**config.mk**
```make
export PLATFORM = sky130hd
export DESIGN_NAME = regc_bus_reader
export DESIGN_NICKNAME = d
export VERILOG_FILES = /design/src/rtl/regc_pkg.sv /design/src/rtl/regc_beat_sel.sv /design/src/rtl/regc_bus_reader.sv
export SDC_FILE = /design/constraint.sdc
export NUM_CORES = 1
export LEC_CHECK = 0
export CAP_MARGIN = 20
export CORE_ASPECT_RATIO = 0.75
export CORE_UTILIZATION = 47
export CTS_CLUSTER_DIAMETER = 40
export DETAILED_ROUTE_END_ITERATION = 8
export PLACE_DENSITY = 0.8
export SYNTH_ARGS = -nofsm -noshare
export SYNTH_HDL_FRONTEND = slang
export SYNTH_SLANG_ARGS = --single-unit
```
**constraint.sdc**
```tcl
create_clock -name clk -period 2.6 [get_ports clk]
set_clock_uncertainty 0.05 [all_clocks]
set_input_delay 0.52 -clock clk [delete_from_list [all_inputs] [get_ports clk]]
set_output_delay 0.52 -clock clk [all_outputs]
set_load 0.01 [all_outputs]
```
**src/rtl/regc_pkg.sv**
```systemverilog
// rtl/regc_pkg.sv - shared state encoding, default widths and beat-count helper for the register C reader
package regc_pkg;

    localparam logic [1:0] ST_IDLE = 2'd0;
    localparam logic [1:0] ST_SEND = 2'd1;
    localparam logic [1:0] ST_DONE = 2'd2;

    localparam int REGC_DATA_W = 32;
    localparam int CPU_BUS_W   = 16;

    // DATA_W is expected to be an exact multiple of BUS_W.
    function automatic int regc_beats(input int data_w, input int bus_w);
        return data_w / bus_w;
    endfunction

endpackage

```
**src/rtl/regc_beat_sel.sv**
```systemverilog
// rtl/regc_beat_sel.sv - combinational beat mux from snapshot and beat count; bus_par added under REGC_RD_PARITY_EN
module regc_beat_sel
    import regc_pkg::*;
#(
    parameter int DATA_W   = REGC_DATA_W,
    parameter int BUS_W    = CPU_BUS_W,
    parameter int LO_FIRST = 1,
    parameter int CNT_W    = 1
) (
    input  logic [DATA_W-1:0] snapshot,
    input  logic [CNT_W-1:0]  count,
    input  logic              active,
    output logic [BUS_W-1:0]  bus_data
`ifdef REGC_RD_PARITY_EN
    ,
    output logic              bus_par
`endif
);

    localparam int BEATS = regc_beats(DATA_W, BUS_W);

    logic [CNT_W-1:0] idx;

    // Outside SEND the beat is forced to zero, which also zeroes the parity.
    always_comb begin
        idx      = (LO_FIRST != 0) ? count : (CNT_W'(BEATS - 1) - count);
        bus_data = '0;
        if (active) begin
            for (int b = 0; b < BEATS; b++) begin
                if (idx == CNT_W'(b)) begin
                    bus_data = snapshot[b*BUS_W +: BUS_W];
                end
            end
        end
    end

`ifdef REGC_RD_PARITY_EN
    assign bus_par = ^bus_data;
`endif

endmodule

```
**src/rtl/regc_bus_reader.sv**
```systemverilog
// rtl/regc_bus_reader.sv - snapshots register C and streams it as bus beats; optional bus_par via REGC_RD_PARITY_EN
module regc_bus_reader
    import regc_pkg::*;
#(
    parameter int DATA_W   = REGC_DATA_W,
    parameter int BUS_W    = CPU_BUS_W,
    parameter int LO_FIRST = 1
) (
    input  logic              clk,
    input  logic              rst,
    input  logic              start,
    input  logic [DATA_W-1:0] regc_data,
    input  logic              bus_ready,
    output logic              bus_valid,
    output logic [BUS_W-1:0]  bus_data,
    output logic              bus_last,
    output logic              busy,
    output logic              done
`ifdef REGC_RD_PARITY_EN
    ,
    output logic              bus_par
`endif
);

    localparam int BEATS = regc_beats(DATA_W, BUS_W);
    localparam int CNT_W = (BEATS > 1) ? $clog2(BEATS) : 1;
    localparam logic [CNT_W-1:0] LAST_CNT = CNT_W'(BEATS - 1);

    logic [1:0]        state;
    logic [CNT_W-1:0]  count;
    logic [DATA_W-1:0] snapshot;
    logic              handshake;

    assign handshake = bus_valid & bus_ready;

    always_ff @(posedge clk) begin
        if (rst) begin
            state    <= ST_IDLE;
            count    <= '0;
            snapshot <= '0;
        end else begin
            case (state)
                ST_IDLE: begin
                    if (start) begin
                        snapshot <= regc_data;
                        count    <= '0;
                        state    <= ST_SEND;
                    end
                end
                ST_SEND: begin
                    if (handshake) begin
                        if (count == LAST_CNT) begin
                            state <= ST_DONE;
                        end else begin
                            count <= count + 1'b1;
                        end
                    end
                end
                ST_DONE: begin
                    count <= '0;
                    state <= ST_IDLE;
                end
                default: begin
                    count <= '0;
                    state <= ST_IDLE;
                end
            endcase
        end
    end

    // All handshake outputs decode registered state only; bus_ready never reaches bus_valid.
    assign bus_valid = (state == ST_SEND);
    assign busy      = (state == ST_SEND);
    assign done      = (state == ST_DONE);
    assign bus_last  = (state == ST_SEND) && (count == LAST_CNT);

    regc_beat_sel #(
        .DATA_W   (DATA_W),
        .BUS_W    (BUS_W),
        .LO_FIRST (LO_FIRST),
        .CNT_W    (CNT_W)
    ) u_beat_sel (
        .snapshot (snapshot),
        .count    (count),
        .active   (state == ST_SEND),
        .bus_data (bus_data)
`ifdef REGC_RD_PARITY_EN
        ,
        .bus_par  (bus_par)
`endif
    );

endmodule

```
* Word-level counts from Yosys, hierarchy flattened
Index checks and enable logic that the tools add are counted.
** Operators by class
- Add/sub/neg operators :: 1
- Eq/ne operators :: 5
- Muxes and demuxes :: 10
- Bitwise gates (word level) :: 1
- Reduce and logical (&&, ||, !) cells :: 5
** Operators by type and width (count)
- $mux 16 :: 2
- $mux 2 :: 3
- $ne 2x1->1 const B :: 2
- $pmux 2 s2 :: 1
- $reduce_and 2->1 :: 2
- $mux 1 :: 3
- $reduce_and 3->1 :: 1
- $eq 2x1->1 const B :: 1
- $eq 2x2->1 const B :: 1
- $logic_not 2->1 :: 1
- $ne 2x2->1 const B :: 1
- $pmux 1 s2 :: 1
- $add 1x1->1 const B :: 1
- $and 1x1->1 :: 1
- $logic_and 1x1->1 :: 1
** Word-level totals
- Register bits after elaboration :: 35
- Input bits :: 36
- Output and inout port bits :: 20
- Logic and storage cells :: 25

* Depth between registers and ports, before layout
Gate-level depths: netlist of the first run.
- Depth in word-level cells :: 4
- Depth in mapped cells :: 6

* Cells and area by module
From an unflattened synthesis of the first run, not the netlist that was laid out.
** Second synthesis, totals
- Cell total of the unflattened synthesis :: 189
- Area, all modules :: 1903.1 um^2
** By module, submodules not included
- regc_bus_reader :: times used 1, cells an instance 154, area each 1607.8 um^2, seq. area each 700.7 um^2
- regc_beat_sel :: times used 1, cells an instance 35, area each 295.3 um^2, seq. area each 0.0 um^2

* Worst setup path before layout of the first run
No wires, ideal clock.
- Path type :: register to output
- Start point :: reg state[1]
- End point :: out busy
- Data arrival time :: 1.073 ns
- Data required time :: 2.030 ns
- Path slack :: 0.957 ns
- Stages on the path, launching flop included :: 6
- Buffers on the path :: 3
- Cells stage by stage :: dfxtp_1 -> nand2b_1 -> buf_2 -> buf_2 -> inv_1 -> buf_4
** On the way
- Longest elaborated chain between the ends :: 1
** Ends and longest elaborated chain
- from (decl) :: line regc_bus_reader.sv:29 : logic [1:0] state;
- from (signal assigned) :: line regc_bus_reader.sv:38 : state <= ST_IDLE;
- from (signal assigned) :: line regc_bus_reader.sv:47 : state <= ST_SEND;
- from (signal assigned) :: line regc_bus_reader.sv:53 : state <= ST_DONE;
- $eq 2x1->1
- to (decl) :: line regc_bus_reader.sv:17 : output logic busy,
Every way passes these cells.

* Worst setup path after layout of the first run
- Start point :: reg state[0]
- End point :: out bus_data[1]
** On the way
- Longest elaborated chain between the ends :: 2
** Ends and longest elaborated chain
- $eq 2x1->1 :: line regc_bus_reader.sv:85 : .active (state == ST_SEND),
- $mux 16 :: line regc_beat_sel.sv:28 : if (active) begin
- to (decl) :: line regc_bus_reader.sv:15 : output logic [BUS_W-1:0] bus_data,
Every way passes these cells.

==> summary.md, run 1 <==
| Metric | Value |
|---|---|
| Seq/Total Area, Yosys | ~45% |
| CP max-delay cell | clkdlybuf4s50_1 |
| Setup Buffers After CTS | 0 |
| Synth area leader | dfxtp_1 |
| Fraction of registers with async set/reset | 0% |
| Post-detail-place hpwl | between 2 and 2.5 mm |
| Horiz. Die Dim | 68.3 um |
| Synth area leaders | dfxtp_1 45%, nand2_1 13%, a21oi_1 10%, mux2i_1 10%, nor2_1 4.4% |
| CP startpoint kind | flop |
| Multi-input gate area | 738 sq um |
| Most frequent cell after synthesis | nand2_1 |
| Vias/cell | between 4 and 5 |
| Num CTS Buffers | 5 |
| Top cell type's share of synthesized area | between 40% and 50% |
| WP data required | approximately 2.0 ns |
| Reg area | about 700 sq um |
| Reg2Reg Setup Slack | 1.17 ns |
| CP endpoint kind | primary output |
| Tot Pwr | between 1 and 1.5 mW |
| Worst-path clk slew | 0.07 ns |
| Fillcell total | around 270 |
| Crit path cell chain | nand2b_2 > nor2_1 > clkdlybuf4s50_1 |
| Hold crit path type | reg -> reg |
| Final worst path period need | 2.50 ns |
| Core area | just over 3000 sq um |
| Final Cell Area | 2170 sq um |
| Longest Clk Path Bufs | 2 |
| IO buf count | 55 |
| Syn Inst Count | 194 |
| Mapped Nets | 230 |
| Total negative slack | 0 ns |
| Number of global-route vias before repair | between 1000 and 1500 |
| EDFF count, synth | 0 |
| Cell Pwr Density | around 550 nW/um^2 |
| Area of the die | between 3000 and 4000 sq um |
| Dpl cell area | around 2100 sq um |
| First-pass GRT wire length | roughly 5.5 mm |
| Synth Flop Type | dfxtp_1 |
| DR vias | around 1400 |
| Worst endpoint data arrival time | 1.93 ns |
| Num Clock Sinks | 35 |
| Fin. Hold Viols | 0 |
| Fmax | 400 MHz |
| CP delay by family, top | buffers and inverters |
| Initial antenna violation count | 0 |
| DP Cell Count | approximately 270 |
| Hold depth | 2 |
| CP Class | reg -> out |
| Initial Utilization | 51.0% |
| Fin nets | 279 |
| Tcrit/Tclk final | a little over nine tenths |
| IO Pins | 56 |
| Syn avg cell area | around 8.0 sq um |
| Antenna-violating nets left | 0 |
| Max-slew headroom at the worst pin | roughly 74% |
| WL final | 3.38 mm |
| Layout cells sized above 1 | under 10% |
| Ys Warns | 0 |
| Pin count of the biggest net entering global routing | 33 |
| Netlist cell types | 21 |
| Run status | completed |
| H-tree levels | 2 |
| # setup viols final | 0 |
| Drt first pass iters | 4 |
| Crit path buf inv count | 1 |
| Slew Limit Fails | 0 |
| Clk root buf | clkbuf_8 |
| LEAKAGE | ~0.8 nW |
| Critical path depth in cells | 3 |
| First DRT Iteration DRCs | 62 |
| CP peak stage delay | approximately 0.56 ns |
| Crit Path Max Fanout | 17 |
| Area Overhead vs Synth | 39.9% |
| Post-layout util | 71.4% |
| Worst setup margin | a little over 0.1 ns |
| # hold bufs at CTS | 0 |
| Per-cell routed wire length | ~12 um |
| Grt total ovfl | 0 |
| Final hold slack | just over 0.4 ns |
| Total track usage | around a fifth |
| Post-route DRC | 0 |
| Non-filler instance count after layout | between 200 and 300 |
| N_diodes | 0 |
| Yosys reg bits | 35 |
| Reg2Reg Depth | 4 |
| GP Congestion | ~0.69 |
| RSZ-0062 raised after global routing | false |
| Mapped Area | ~1600 sq um |
| Die H | 51.8 um |
| Clock latency on the worst-skew pair | 0.28 ns |
| Least-Margin Pin Slew | around 0.39 ns |
| Worst vdd ir | 0.453 mV |
| Synth cell count leaders | 55 x nand2_1, 35 x dfxtp_1, 32 x a21oi_1, 18 x nor2_1, 16 x mux2i_1 |
| Std-Cell Rows | 17 |
| MaxCap Viol Count | 0 |
| CTS tree | yes |
| DP Worst Slack | 0.218 ns |
timing repair:
item,in CTS,in global routing
setup endpoints to repair,16,0
hold endpoints to repair,0,0
gates resized for setup,1,0
path summary, 6_finish.rpt:
kind / from / endpoint
worst min register to register: snapshot[12]$_SDFFE_PP0P_ / snapshot[12]$_SDFFE_PP0P_
worst max register to register: state[0]$_SDFFE_PP0P_ / snapshot[22]$_SDFFE_PP0P_
worst max-delay path: state[0]$_SDFFE_PP0P_ / bus_data[1]
worst min-delay path: snapshot[12]$_SDFFE_PP0P_ / snapshot[12]$_SDFFE_PP0P_
worst register-to-register path: cells and delay by family (launching register included):
kind,cells,cell delay [ns]
buffers and inverters,1,0.35
AND/OR/NAND/NOR,2,0.29
AO/OA/AOI/OAI,1,0.15
flip-flops,1,0.54
logic make-up after synthesis:
group / after synthesis / synth area share (%)
flip-flops: 35 / 45.2
AND/OR/NAND/NOR: 90 / 25.2
AO/OA/AOI/OAI: 35 / 11.5
buffers and inverters: 18 / 7.82
multiplexers: 16 / 10.3
per-layer routing:
metal	GRT usage, %	vias to the layer above	routed length (um)
met4	6.25	0	25
met5	0	-	0
li1	-	728	-
met3	8.11	4	265
met1	29.0	624	1670
met2	30.2	49	1410
cells in the final DEF (no fill, tap or decap), types with 4 or more instances in the layout:
cell             Yosys  layout
mux2i_1             16      16
clkdlybuf4s50_1      0      55
nand2_2             10      10
nand2_1             55      55
nor2_1              18      18
a21oi_1             32      32
buf_4                1       4
dfxtp_1             35      35
clkbuf_8             0       7
cell type report:
| cell class | count | share of cell area, % |
|---|---|---|
| Multi-Input combinational cell | 141 | 34.0 |
| Sequential cell | 35 | 32.3 |
| Timing Repair Buffer | 59 | 26.7 |
| Clock buffer | 8 | 4.61 |
| Tap cell | 38 | 2.19 |
| Inverter | 1 | 0.173 |
registers in the layout (all words and copies together), names as in the netlist:
signal,flops
count,1
snapshot,32
state,2
power breakdown:
group | total, mW | internal, mW | switching, mW
combinational | 0.194 | 0.104 | 0.0898
clock | 0.421 | 0.242 | 0.180
sequential | 0.587 | 0.568 | 0.0193
total | 1.20 | 0.914 | 0.289
(Power assumes the default switching activity.)
==> inputs of run 2 (changes only) <==
--- a/config.mk
+++ b/config.mk
@@ -5,12 +5,12 @@
 export SDC_FILE = /design/constraint.sdc
 export NUM_CORES = 1
 export LEC_CHECK = 0
-export CAP_MARGIN = 20
 export CORE_ASPECT_RATIO = 0.75
 export CORE_UTILIZATION = 47
 export CTS_CLUSTER_DIAMETER = 40
 export DETAILED_ROUTE_END_ITERATION = 8
 export PLACE_DENSITY = 0.8
+export SLEW_MARGIN = 20
 export SYNTH_ARGS = -nofsm -noshare
 export SYNTH_HDL_FRONTEND = slang
 export SYNTH_SLANG_ARGS = --single-unit
==> results of run 2 <==
The final DEF is identical to that of run 1; final timing and power are the same.
==> inputs of run 3 (changes only) <==
--- a/config.mk
+++ b/config.mk
@@ -7,9 +7,10 @@
 export LEC_CHECK = 0
 export CORE_ASPECT_RATIO = 0.75
 export CORE_UTILIZATION = 47
-export CTS_CLUSTER_DIAMETER = 40
+export CTS_CLUSTER_DIAMETER = 60
 export DETAILED_ROUTE_END_ITERATION = 8
 export PLACE_DENSITY = 0.8
+export RECOVER_POWER = 50
 export SLEW_MARGIN = 20
 export SYNTH_ARGS = -nofsm -noshare
 export SYNTH_HDL_FRONTEND = slang
==> run 3 against run 2 <==
Critical path depth unchanged. Sequential share of layout area hardly changed. Register-to-register slack lost 0.28 ns. Cell count is the same. Count of clock-buffer cells in the layout unchanged. Fmax up 0.29%. Largest power group unchanged. Die area unchanged. Global-route usage stayed put. Combinational power hardly changed. Wire length fell by 0.24%.
==> summary.md, run 3 (synthesis results as in run 1) <==
| Metric | Value |
|---|---|
| First-pass GRT wire length | 5.46 mm (unchanged) |
| Least-Margin Pin Slew | 0.741 ns (+0.356 ns) |
| Max-slew headroom at the worst pin | 50.6% (-24 points) |
| Grt total ovfl | 0 (unchanged) |
| Met3 Routed Length | 264 um (-0.38%) |
| Multi-input gate area | 738 sq um (unchanged) |
| Area Overhead vs Synth | 39.8% |
| Worst vdd ir | 0.452 mV (-0.12%) |
| GP Congestion | 0.690 (unchanged) |
| Most common cell after layout, fill and taps aside | nand2_1 |
| Num Clock Sinks | 35 (unchanged) |
| Fin. Hold Viols | 0 (unchanged) |
| DP Cell Count | 274 (unchanged) |
| Hold depth | 2 (unchanged) |
| Num CTS Buffers | 5 (unchanged) |
| DR top layer | met4 |
| Final hold slack | 0.405 ns (unchanged) |
| Crit path cell chain | nand2b_2 > nor2_1 > clkdlybuf4s50_1 |
| Run status | completed |
| WL final | 3.37 mm (-0.24%) |
| MaxCap Viol Count | 0 (unchanged) |
| Vias/cell | 4.96 (-0.43%) |
| Worst-path clk slew | 0.07 ns (about the same) |
| Commonest non-fill, non-tap cells in the layout | 55 x nand2_1, 53 x clkdlybuf4s50_1, 35 x dfxtp_1 |
| # setup viols final | 0 (unchanged) |
| Initial antenna violation count | 0 (unchanged) |
| Worst endpoint data arrival time | 1.92 ns (about the same) |
| RSZ-0062 raised after global routing | false |
| Non-filler instance count after layout | 282 (unchanged) |
| CP endpoint kind | primary output |
| First DRT Iteration DRCs | 62 (unchanged) |
| Fin nets | 279 (unchanged) |
| Cell Pwr Density | 553 nW/um^2 (about the same) |
| Clock latency on the worst-skew pair | 0.28 ns (about the same) |
| Tcrit/Tclk final | 95.8% (-0.28 points) |
| LEAKAGE | 0.787 nW (about the same) |
| Area of the die | 3540 sq um (unchanged) |
| Wire length on met2 | 1.42 mm (+0.28%) |
| CTS tree | yes |
| DR vias | 1399 (-0.43%) |
| Total track usage | 21.1% (unchanged) |
| Pin count of the biggest net entering global routing | 33 (unchanged) |
| Horiz. Die Dim | 68.3 um (unchanged) |
| CP startpoint kind | flop |
| Initial Utilization | 51.0% (unchanged) |
| Max reg flops | 32 (unchanged) |
| Longest Clk Path Bufs | 2 (unchanged) |
| Std-Cell Rows | 17 (unchanged) |
| Biggest regs | snapshot (32), state (2), count (1) |
| Critical path depth in cells | 3 (unchanged) |
| Final worst path period need | 2.49 ns (-0.00716 ns) |
| H-tree levels | 2 (unchanged) |
| Crit Path Max Fanout | 17 (unchanged) |
| Post-route DRC | 0 (unchanged) |
| Number of global-route vias before repair | 1214 (unchanged) |
| Layout cells sized above 1 | 9.43% (unchanged) |
| Dpl cell area | 2070 sq um (unchanged) |
| Hold crit path type | reg -> reg |
| IO Pins | 56 (unchanged) |
| Fmax | 401 MHz (+0.29%) |
| Antenna-violating nets left | 0 (unchanged) |
| Reg with most FFs | snapshot |
| Die H | 51.8 um (unchanged) |
| # hold bufs at CTS | 0 (unchanged) |
| Reg2Reg Depth | 4 (unchanged) |
| Metal1 wirelength | 1.66 mm (-0.60%) |
| Drt first pass iters | 4 (unchanged) |
| CP peak stage delay | 0.56 ns (about the same) |
| Per-cell routed wire length | 11.9 um (-0.24%) |
| Slew Limit Fails | 0 (unchanged) |
| Reg area | 701 sq um (unchanged) |
| IO buf count | 55 (unchanged) |
| CP max-delay cell | clkdlybuf4s50_1 |
| Core area | 3040 sq um (unchanged) |
| Total negative slack | 0 ns (unchanged) |
| CP delay by family, top | buffers and inverters |
| N_diodes | 0 (unchanged) |
| Crit path buf inv count | 1 (unchanged) |
| CP Class | reg -> out |
| WP data required | 2.03 ns (about the same) |
| Post-detail-place hpwl | 2.20 mm (unchanged) |
| Fillcell total | 275 (+0.36%) |
| Clk root buf | clkbuf_8 |
| Final Cell Area | 2170 sq um (-0.12%) |
-- run 3: changes by cell type in the layout (fill, tap and decap cells not counted), sizes merged --
cell           previous run  this run
clkdlybuf4s50            55        53
dlygate4sd3               0         2
clkbuf                    8         9
buf                       4         3
-- run 3: power by group --
group / internal, mW / total, mW / switching, mW
registers: 0.568 / 0.587 / 0.0192
clock network: 0.242 / 0.420 / 0.179
logic: 0.103 / 0.193 / 0.0896
-- run 3: what timing repair did --
action	4_1_cts	5_1_grt
gates resized for setup	1	0
endpoints found under the setup margin	16	0
setup buffers	0	0
-- run 3: final timing paths --
check                             from                         to  slack (ns)
max              state[0]$_SDFFE_PP0P_                bus_data[1]        0.11
min          snapshot[12]$_SDFFE_PP0P_  snapshot[12]$_SDFFE_PP0P_        0.40
max reg2reg      state[0]$_SDFFE_PP0P_  snapshot[29]$_SDFFE_PP0P_        0.89
min reg2reg  snapshot[12]$_SDFFE_PP0P_  snapshot[12]$_SDFFE_PP0P_        0.40
-- run 3: routing by layer --
layer | global-route usage [%] | vias to the layer above
met5 | 0 | -
met4 | 6.25 | 0
met3 | 8.11 | 4
met2 | 30.2 | 49
met1 | 29.0 | 620
li1 | - | 726
-- run 3: tightest hold or removal path, cell delays in order, from the launching register on --
cell and delay [ns]:
dfxtp_1 0.31, nand2_1 0.05, a21oi_1 0.05
-- run 3: final cells by class --
class                           count  area share, %
Inverter                            1          0.173
Multi-Input combinational cell    141           34.0
Clock buffer                        8           4.62
Timing Repair Buffer               59           26.7
Tap cell                           38           2.19
Sequential cell                    35           32.3
-- run 3: stage by stage --
stage	total power, mW	setup slack [ns]	util (%)
floorplan	0.710	0.957	-
global placement	0.790	0.280	68.0
detailed placement	0.792	0.218	68.0
CTS	1.21	0.0971	71.4
global route	1.26	0.0376	71.3
finish	1.20	0.108	71.3
